$ cat config.mk
export PLATFORM = sky130hd
export DESIGN_NAME = act_stream_arbiter
export DESIGN_NICKNAME = d
export VERILOG_FILES = /design/src/rtl/npu_act_pkg.sv /design/src/rtl/act_relu_unit.sv /design/src/rtl/act_stream_arbiter.sv
export SDC_FILE = /design/constraint.sdc
export NUM_CORES = 1
export LEC_CHECK = 0
export BUFFER_PORTS_ARGS = -buffer_cell sky130_fd_sc_hd__buf_2
export CORE_UTILIZATION = 25
export CTS_CLUSTER_SIZE = 16
export DETAILED_ROUTE_END_ITERATION = 8
export GPL_TIMING_DRIVEN = 0
export SETUP_SLACK_MARGIN = 0.2
export SYNTH_ARGS = -nofsm -noshare
export SYNTH_HDL_FRONTEND = slang
export SYNTH_SLANG_ARGS = --single-unit
$ cat constraint.sdc
create_clock -name clk -period 12.96 [get_ports clk]
set_clock_uncertainty 0.2 [all_clocks]
set_input_delay 1.296 -clock clk [delete_from_list [all_inputs] [get_ports clk]]
set_output_delay 1.296 -clock clk [all_outputs]
set_load 0.05 [all_outputs]
$ cat src/rtl/npu_act_pkg.sv
// Shared NPU activation types and the activation function.
// Holds ACT_DATA_W, act_data_t and act_apply(); imported by the act blocks.
package npu_act_pkg;

    localparam int ACT_DATA_W = 22;

    typedef logic signed [ACT_DATA_W-1:0] act_data_t;

    // Non-negative values pass; negatives either clamp to zero or take
    // an arithmetic right shift (rounds toward -inf, so -1 stays -1).
    function automatic act_data_t act_apply(
        input act_data_t   x,
        input logic        leaky,
        input int unsigned shift
    );
        if (!x[ACT_DATA_W-1]) begin
            return x;
        end else if (leaky) begin
            return x >>> shift;
        end else begin
            return '0;
        end
    endfunction

endpackage

$ cat src/rtl/act_relu_unit.sv
// Combinational activation between pipeline stage 1 and stage 2.
// Ports: x_i (signed pixel in), y_o (activated pixel out).
// Macro ACT_LEAKY_RELU_EN selects leaky ReLU; default is plain ReLU.
module act_relu_unit
    import npu_act_pkg::*;
#(
    parameter int unsigned LEAKY_SHIFT = 3
) (
    input  act_data_t x_i,
    output act_data_t y_o
);

`ifdef ACT_LEAKY_RELU_EN
    assign y_o = act_apply(x_i, 1'b1, LEAKY_SHIFT);
`else
    assign y_o = act_apply(x_i, 1'b0, LEAKY_SHIFT);
`endif

endmodule

$ cat src/rtl/act_stream_arbiter.sv
// Round-robin arbiter sharing one 2-stage ReLU pipeline among NUM_REQ streams.
// Ports: clk, rst (sync, active-high), req_valid/req_data/req_ready per
// requester, res_valid/res_data/res_id/res_ready result handshake, busy.
// Macro ACT_LEAKY_RELU_EN (in act_relu_unit) enables leaky ReLU.
module act_stream_arbiter
    import npu_act_pkg::*;
#(
    parameter int NUM_REQ     = 4,
    parameter int DATA_W      = ACT_DATA_W,
    parameter int LEAKY_SHIFT = 3,
    localparam int ID_W       = $clog2(NUM_REQ)
) (
    input  logic                           clk,
    input  logic                           rst,
    input  logic [NUM_REQ-1:0]             req_valid,
    input  logic [NUM_REQ-1:0][DATA_W-1:0] req_data,
    output logic [NUM_REQ-1:0]             req_ready,
    output logic                           res_valid,
    output logic [DATA_W-1:0]              res_data,
    output logic [ID_W-1:0]                res_id,
    input  logic                           res_ready,
    output logic                           busy
);

    logic [ID_W-1:0]    ptr_q, ptr_d;
    logic               s1_valid_q, s1_valid_d;
    logic [DATA_W-1:0]  s1_data_q, s1_data_d;
    logic [ID_W-1:0]    s1_id_q, s1_id_d;
    logic               s2_valid_q, s2_valid_d;
    logic [DATA_W-1:0]  s2_data_q, s2_data_d;
    logic [ID_W-1:0]    s2_id_q, s2_id_d;

    logic               adv;
    logic               found;
    logic [NUM_REQ-1:0] grant;
    logic [ID_W-1:0]    grant_id;
    logic [ID_W-1:0]    sel;
    logic               accept;
    logic [DATA_W-1:0]  act_y;

    assign adv = !s2_valid_q || res_ready;

    // Search from ptr+1 upward with wrap; first valid requester wins.
    always_comb begin
        found    = 1'b0;
        grant    = '0;
        grant_id = '0;
        sel      = '0;
        for (int k = 1; k <= NUM_REQ; k++) begin
            sel = ID_W'((int'(ptr_q) + k) % NUM_REQ);
            if (!found && req_valid[sel]) begin
                found       = 1'b1;
                grant[sel]  = 1'b1;
                grant_id    = sel;
            end
        end
    end

    assign req_ready = grant & {NUM_REQ{adv && !rst}};
    assign accept    = found && adv && !rst;

    act_relu_unit #(
        .LEAKY_SHIFT (LEAKY_SHIFT)
    ) u_relu (
        .x_i (s1_data_q),
        .y_o (act_y)
    );

    always_comb begin
        ptr_d      = ptr_q;
        s1_valid_d = s1_valid_q;
        s1_data_d  = s1_data_q;
        s1_id_d    = s1_id_q;
        s2_valid_d = s2_valid_q;
        s2_data_d  = s2_data_q;
        s2_id_d    = s2_id_q;
        if (adv) begin
            s1_valid_d = accept;
            s2_valid_d = s1_valid_q;
            s2_data_d  = act_y;
            s2_id_d    = s1_id_q;
            if (accept) begin
                s1_data_d = req_data[grant_id];
                s1_id_d   = grant_id;
                ptr_d     = grant_id;
            end
        end
    end

    always_ff @(posedge clk) begin
        if (rst) begin
            ptr_q      <= ID_W'(NUM_REQ - 1);
            s1_valid_q <= 1'b0;
            s1_data_q  <= '0;
            s1_id_q    <= '0;
            s2_valid_q <= 1'b0;
            s2_data_q  <= '0;
            s2_id_q    <= '0;
        end else begin
            ptr_q      <= ptr_d;
            s1_valid_q <= s1_valid_d;
            s1_data_q  <= s1_data_d;
            s1_id_q    <= s1_id_d;
            s2_valid_q <= s2_valid_d;
            s2_data_q  <= s2_data_d;
            s2_id_q    <= s2_id_d;
        end
    end

    assign res_valid = s2_valid_q;
    assign res_data  = s2_data_q;
    assign res_id    = s2_id_q;
    assign busy      = s1_valid_q || s2_valid_q;

endmodule

==> flow_summary.ini, run 1 <==
[clock_network]
cts-htree-levels = 2
cts_sinks = 51
clk_pin_slew_ns = 0.06
clockBufferDepth = 2
post-cts-setup-buffers = 0
cts_buffers = 5
worstSkewPairLatency_ns = 0.29
cts_resized = 0
tritoncts = yes
clockRootBuffer = clkbuf_16
hold_buffers = 0

[timing]
fin_ws_ns = 6.40
max_freq_mhz = 153
rsz0062_at_grt = false
relSlewSlack_pct = 60.7
drv_slew = 0
finalCritPeriodShare_pct = 50.6
final-setup-viol-count = 0
fin_crit_ns = 6.56
tns_ns = 0
tightest_slew_ns = 0.589
finalHoldViolations = 0

[cells_and_area]
syn2layout_area_growth_pct = 28.6
final_cell_mix = buf_2, dfxtp_1, o21ai_0
utilization_pct = 33.4
nFillCells = 1428
drive_gt1_share_pct = 32.0
final_common_cell = buf_2
post_layout_nonfiller_instances = 720
nets = 642

[die]
initial_core_util_pct = 25.9
coreArea_um2 = 13500
num_io_pins = 125
die_h_um = 120
die_w_um = 120
dieArea_um2 = 14400
rows = 42

[place]
dp_cells = 708
dpl_worst_slack_ns = 6.81
hpwl_um = 9970
port_buffers = 122
gp_congestion = 0.840

[worst_setup_path]
setup.worst_path.start = ptr_q[0]$_SDFFE_PP1P_
cp.required_ns = 11.46
worst-path-max-fanout = 10
cp.arrival_ns = 5.06
path_class = register to output port
startpoint_type = register
worst_setup_path_end_kind = output port
reg2reg_from = ptr_q[0]$_SDFFE_PP1P_

[yosys]
avgSynthCellArea_um2 = 8.51
synth_nets = 513
synthCells = 410
ys_warn_count = 0
synth.yosys.seq_area_share_pct = 29.2
syn_area_um2 = 3490
ys_seq_elements = 51
synth_cell_types = 51

[routing]
wirelength_um = 12500
dr_total_vias = 3849
drt_first_iter_violations = 298
ant_nets = 0
vias_per_cell = 5.35
post-route-drc-count = 0
drt_first_pass_iters = 5
wl_per_cell_um = 17.3

[pwr]
peakVddDrop_mv = 0.0701
clockPowerShare_pct = 13.8
power-per-cell-area_nw_per_um2 = 220
switchingPower_w = 0.000464
power_w = 0.000988
p_leak_nw = 1.80
seqPwrFrac_pct = 24.5
p_comb_share_pct = 61.7
switching_share_pct = 47.0
p_int_w = 0.000524

[min_path]
hold_class = register to register
min_from = s1_id_q[0]$_SDFFE_PP0P_

[global_route]
grt_use_total_pct = 17.1
antenna_found_initial = 4
grt-ovfl-total = 0
grt_pass1_vias = 3749
grt_max_degree = 15
grt_first_pass_wirelength_um = 19200

[flow_run]
drv_cap = 0

[outcome]
status = finished, final reports clean
[power by group through the flow]
stage / sequential (W) / clock [W] / combinational [W]
2_1_floorplan: 0.000288 / 0 / 0.000406
3_3_place_gp: 0.000243 / 0 / 0.000588
3_5_place_dp: 0.000246 / 0 / 0.000601
4_1_cts: 0.000242 / 0.000140 / 0.000604
5_1_grt: 0.000249 / 0.000146 / 0.000661
6_report: 0.000242 / 0.000137 / 0.000610
[kinds of logic (layout without fill, tap and decap cells)]
kind of cell	Yosys count	after routing	synth area share [%]
simple gates	98	98	13.6
other cells	1	5	0.107
fa+ha+maj	8	8	2.87
compound gates	174	174	37.0
flops	51	51	29.2
mux	31	31	11.3
buf+inv	47	177	5.81
[metrics by stage]
stage	area, um2	hold WS [ns]
global placement	4320	0.236
global route	4480	0.268
detailed placement	4320	0.242
finish	4490	0.246
CTS	4480	0.252
floorplan	3490	0.223
[registers in the layout, summed over array words and instances, names as in the netlist]
signal	flops
s1_data_q	22
res_data	21
ptr_q	2
res_id	2
s1_id_q	2
res_valid	1
s1_valid_q	1
[cell type report]
cell class                      instances  area [um2]  area share [%]
Tap cell                              176         220            4.91
Timing Repair Buffer                  122         611            13.6
Multi-Input combinational cell        312        2270            50.5
Inverter                                6        22.5           0.502
Clock buffer                            8         156            3.48
Antenna cell                            4        10.0           0.223
Sequential cell                        51        1020            22.7
Buffer                                 41         180            4.01
[cell usage after synthesis, drive strengths merged]
cell / count / area, um2
a2111oi: 1 / 8.76
a211o: 1 / 8.76
a211oi: 1 / 7.51
a21oi: 5 / 36.3
a221oi: 6 / 58.8
a22o: 3 / 26.3
a22oi: 4 / 30.0
a2bb2oi: 2 / 30.0
a32o: 21 / 210
a32oi: 1 / 8.76
and2: 1 / 6.26
and2b: 1 / 7.51
and3: 2 / 17.5
buf: 7 / 52.5
clkbuf: 34 / 128
clkinv: 1 / 3.75
conb: 1 / 3.75
dfxtp: 51 / 1020
ha: 8 / 100
inv: 5 / 18.8
mux2: 23 / 259
mux2i: 4 / 40.0
mux4: 4 / 96.3
nand2: 37 / 139
nand2b: 3 / 18.8
nand3: 22 / 110
nand3b: 2 / 15.0
nor2: 17 / 63.8
nor2b: 3 / 26.3
nor3: 4 / 20.0
o2111ai: 2 / 17.5
o211a: 1 / 10.0
o211ai: 40 / 300
o21a: 1 / 7.51
o21ai: 43 / 215
o22a: 19 / 166
o22ai: 21 / 131
o311ai: 1 / 8.76
o32a: 1 / 10.0
or2: 1 / 6.26
or3b: 3 / 26.3
or4: 2 / 18.8
[worst paths after layout]
path	endpoint	slack, ns	depth (start not counted)
max	req_ready[1]	6.40	13
min	s1_id_q[0]$_SDFFE_PP0P_	0.25	2
max reg2reg	s1_data_q[12]$_SDFFE_PP0P_	7.62	15
min reg2reg	s1_id_q[0]$_SDFFE_PP0P_	0.25	2
[worst max-delay path: stages (launching register included)]
cell	delay [ns]
dfxtp_1	0.51
buf_6	0.20
clkbuf_1	0.37
clkbuf_1	0.40
clkbuf_1	0.51
inv_1	0.22
ha_1	0.33
clkbuf_1	0.35
mux4_2	0.62
clkbuf_1	0.24
nor3_1	0.46
a221oi_1	0.16
nor2_1	0.11
buf_2	0.27
[metal layers]
| layer | routed length (um) | share of wire (%) | GRT usage, % |
|---|---|---|---|
| met5 | 0 | 0 | 0 |
| met4 | 248 | 2.0 | 5.23 |
| met3 | 1240 | 9.9 | 5.09 |
| met2 | 5660 | 45 | 28.4 |
| met1 | 5320 | 43 | 21.0 |
Power figures use the tool's default switching activity.
==> run 2, diff against run 1 <==
- ABC_AREA: unset -> 1
- clock period: 12.96 -> 5.9 ns (I/O delays scaled with it)
==> flow_summary.ini, run 2 <==
[yosys]
yosysMostFrequentCell = nand2_1
synth_cell_types = 32
ys_async_sr_fraction_pct = 0
synth_top_area_share_pct = 32.3
avgSynthCellArea_um2 = 6.61
yosys-top-cells-count = nand2_1, nand3_1, dfxtp_1, nand4_1, inv_1
synthCells = 478
ys_top_cells_by_area = dfxtp_1, nand2_1, nand3_1
ys_warn_count = 0
synth_nets = 581
ys_seq_elements = 51
yosys.area.top_type = dfxtp_1
syn_area_um2 = 3160
synth_ff_type = dfxtp_1
synth-edff-count = 0
synth.yosys.seq_area_share_pct = 32.3

[clock_network]
clockRootBuffer = clkbuf_16
cts_sinks = 51
cts_buffers = 5
hold_buffers = 0
cts-htree-levels = 2
clockBufferDepth = 2
worstSkewPairLatency_ns = 0.28
cts_resized = 0
tritoncts = yes
clk_pin_slew_ns = 0.07
post-cts-setup-buffers = 0

[cells_and_area]
utilization_pct = 34.2
final_common_cell = buf_2
final_cell_mix = buf_2, nand2_1, nand3_1
diodes = 0
syn2layout_area_growth_pct = 31.5
nets = 710
finalInstanceArea_um2 = 4160
nFillCells = 1328
largest_register_ffs = 22
drive_gt1_share_pct = 27.6
regMostFlops = s1_data_q

[timing]
fin_crit_ns = 3.54
fin_ws_ns = 2.36
finalCritPeriodShare_pct = 60.0
drv_slew = 0
tightest_slew_ns = 0.578
finalHoldViolations = 0
max_freq_mhz = 282
relSlewSlack_pct = 61.3
final-setup-viol-count = 0
tns_ns = 0
rsz0062_at_grt = false

[worst_setup_path]
cp.required_ns = 5.11
critPathSlowestCell = dfxtp_1
crit_top_cell = inv_1
critPathTopFamily = buffers and inverters
startpoint_type = register
reg2reg_from = ptr_q[1]$_SDFFE_PP1P_
path_cells = inv_1 > ha_1 > inv_1 > nand2_2 > nand2_4 > nor2_8 > nand4_1 > o21ai_0 > nand2_1 > inv_1 > buf_2
worst-path-max-fanout = 9
worst_setup_path_end_kind = output port
path_class = register to output port
crit_buf_inv = 4
setup.worst_path.start = ptr_q[1]$_SDFFE_PP1P_
cp_slowest_stage_delay_ns = 0.55
r2r_slack_ns = 2.95
cp.arrival_ns = 2.75

[die]
num_io_pins = 125
coreArea_um2 = 12200
die_h_um = 114
initial_core_util_pct = 26.0
rows = 40
dieArea_um2 = 13100
die_w_um = 114

[outcome]
status = finished, final reports clean

[routing]
drt_first_iter_violations = 215
dr_total_vias = 3670
post-route-drc-count = 0
wl_per_cell_um = 13.5
ant_nets = 0
drt_first_pass_iters = 5
vias_per_cell = 4.73
wirelength_um = 10400

[global_route]
grt_pass1_vias = 3483
grt_use_total_pct = 16.0
grt-ovfl-total = 0
grt_first_pass_wirelength_um = 16700
grt_max_degree = 16
antenna_found_initial = 0

[place]
hpwl_um = 8540
gp_congestion = 0.891
dpl_worst_slack_ns = 2.72
port_buffers = 122
placedInstanceArea_um2 = 3980

[min_path]
hold_class = register to register
min_from = s1_data_q[5]$_SDFFE_PP0P_

[pwr]
power_w = 0.00295
p_leak_nw = 2.19
power-per-cell-area_nw_per_um2 = 710
peakVddDrop_mv = 0.221

[flow_run]
drv_cap = 0
-- run 2: cell types whose count changed after synthesis, moves of 9 or more --
| cell | previous run | this run |
|---|---|---|
| nand2_1 | 37 | 133 |
| mux2_2 | 23 | 0 |
| clkbuf_1 | 34 | 12 |
| o21ai_0 | 43 | 21 |
| and3_1 | 1 | 10 |
| o22a_1 | 19 | 0 |
| o211ai_1 | 40 | 2 |
| o22ai_1 | 21 | 0 |
| inv_1 | 5 | 30 |
| nand3_1 | 22 | 97 |
| nand4_1 | 0 | 44 |
| a32o_1 | 21 | 0 |
| buf_2 | 3 | 13 |
-- run 2: layer usage --
metal	GRT usage (%)	share of wire, %
met3	1.16	4.5
met5	0	0
met1	20.1	43
met2	28.3	50
met4	6.32	2.0
-- run 2: final cells by class --
type / instances / area, um2 / area share (%)
multi-input cells: 359 / 1820 / 43.8
flip-flops and latches: 51 / 1020 / 24.6
repair buffers: 122 / 611 / 14.7
well taps: 168 / 210 / 5.06
plain buffers: 36 / 196 / 4.73
clock buffers: 6 / 139 / 3.34
inverters: 32 / 123 / 2.95
clock inverters: 2 / 35.0 / 0.843
-- run 2: through the flow --
stage,std cells,hold WS (ns)
after CTS,776,0.264
after global routing,776,0.290
after detailed placement,768,0.254
final,776,0.268
after floorplan,478,0.219
after global placement,768,0.247
-- run 2: final timing paths --
path,end,depth (start not counted)
worst max-delay path,req_ready[0],11
worst min-delay path,res_data[5]$_SDFFE_PP0N_,2
worst max register to register,s1_data_q[10]$_SDFFE_PP0P_,13
worst min register to register,res_data[5]$_SDFFE_PP0N_,2
-- run 2: cell families (layout without fill, tap and decap cells) --
family / after synthesis / count (layout) / share of synthesized area (%)
AO/OA/AOI/OAI: 37 / 37 / 6.81
adder cells (fa/ha/maj): 8 / 8 / 3.17
buffers and inverters: 68 / 198 / 10.1
flip-flops: 51 / 51 / 32.3
other: 1 / 1 / 0.119
AND/OR/NAND/NOR: 313 / 313 / 47.5
-- run 2: worst register-to-register path, stage by stage (launching register included) --
cell and delay, ns:
dfxtp_1 0.55, inv_1 0.24, ha_1 0.39, inv_1 0.13
nand3_1 0.08, nand2_1 0.14, a21oi_1 0.09, nand2_1 0.29
nand3_4 0.20, buf_4 0.22, nand2_1 0.07, nand3_1 0.09
nand3_1 0.12, nand2_1 0.05
-- run 2: power breakdown --
group	switching (W)	internal, W	total (W)
clock network	0.000120	0.000211	0.000330
registers	0.0000688	0.000485	0.000554
logic	0.00139	0.000672	0.00207
total	0.00158	0.00137	0.00295
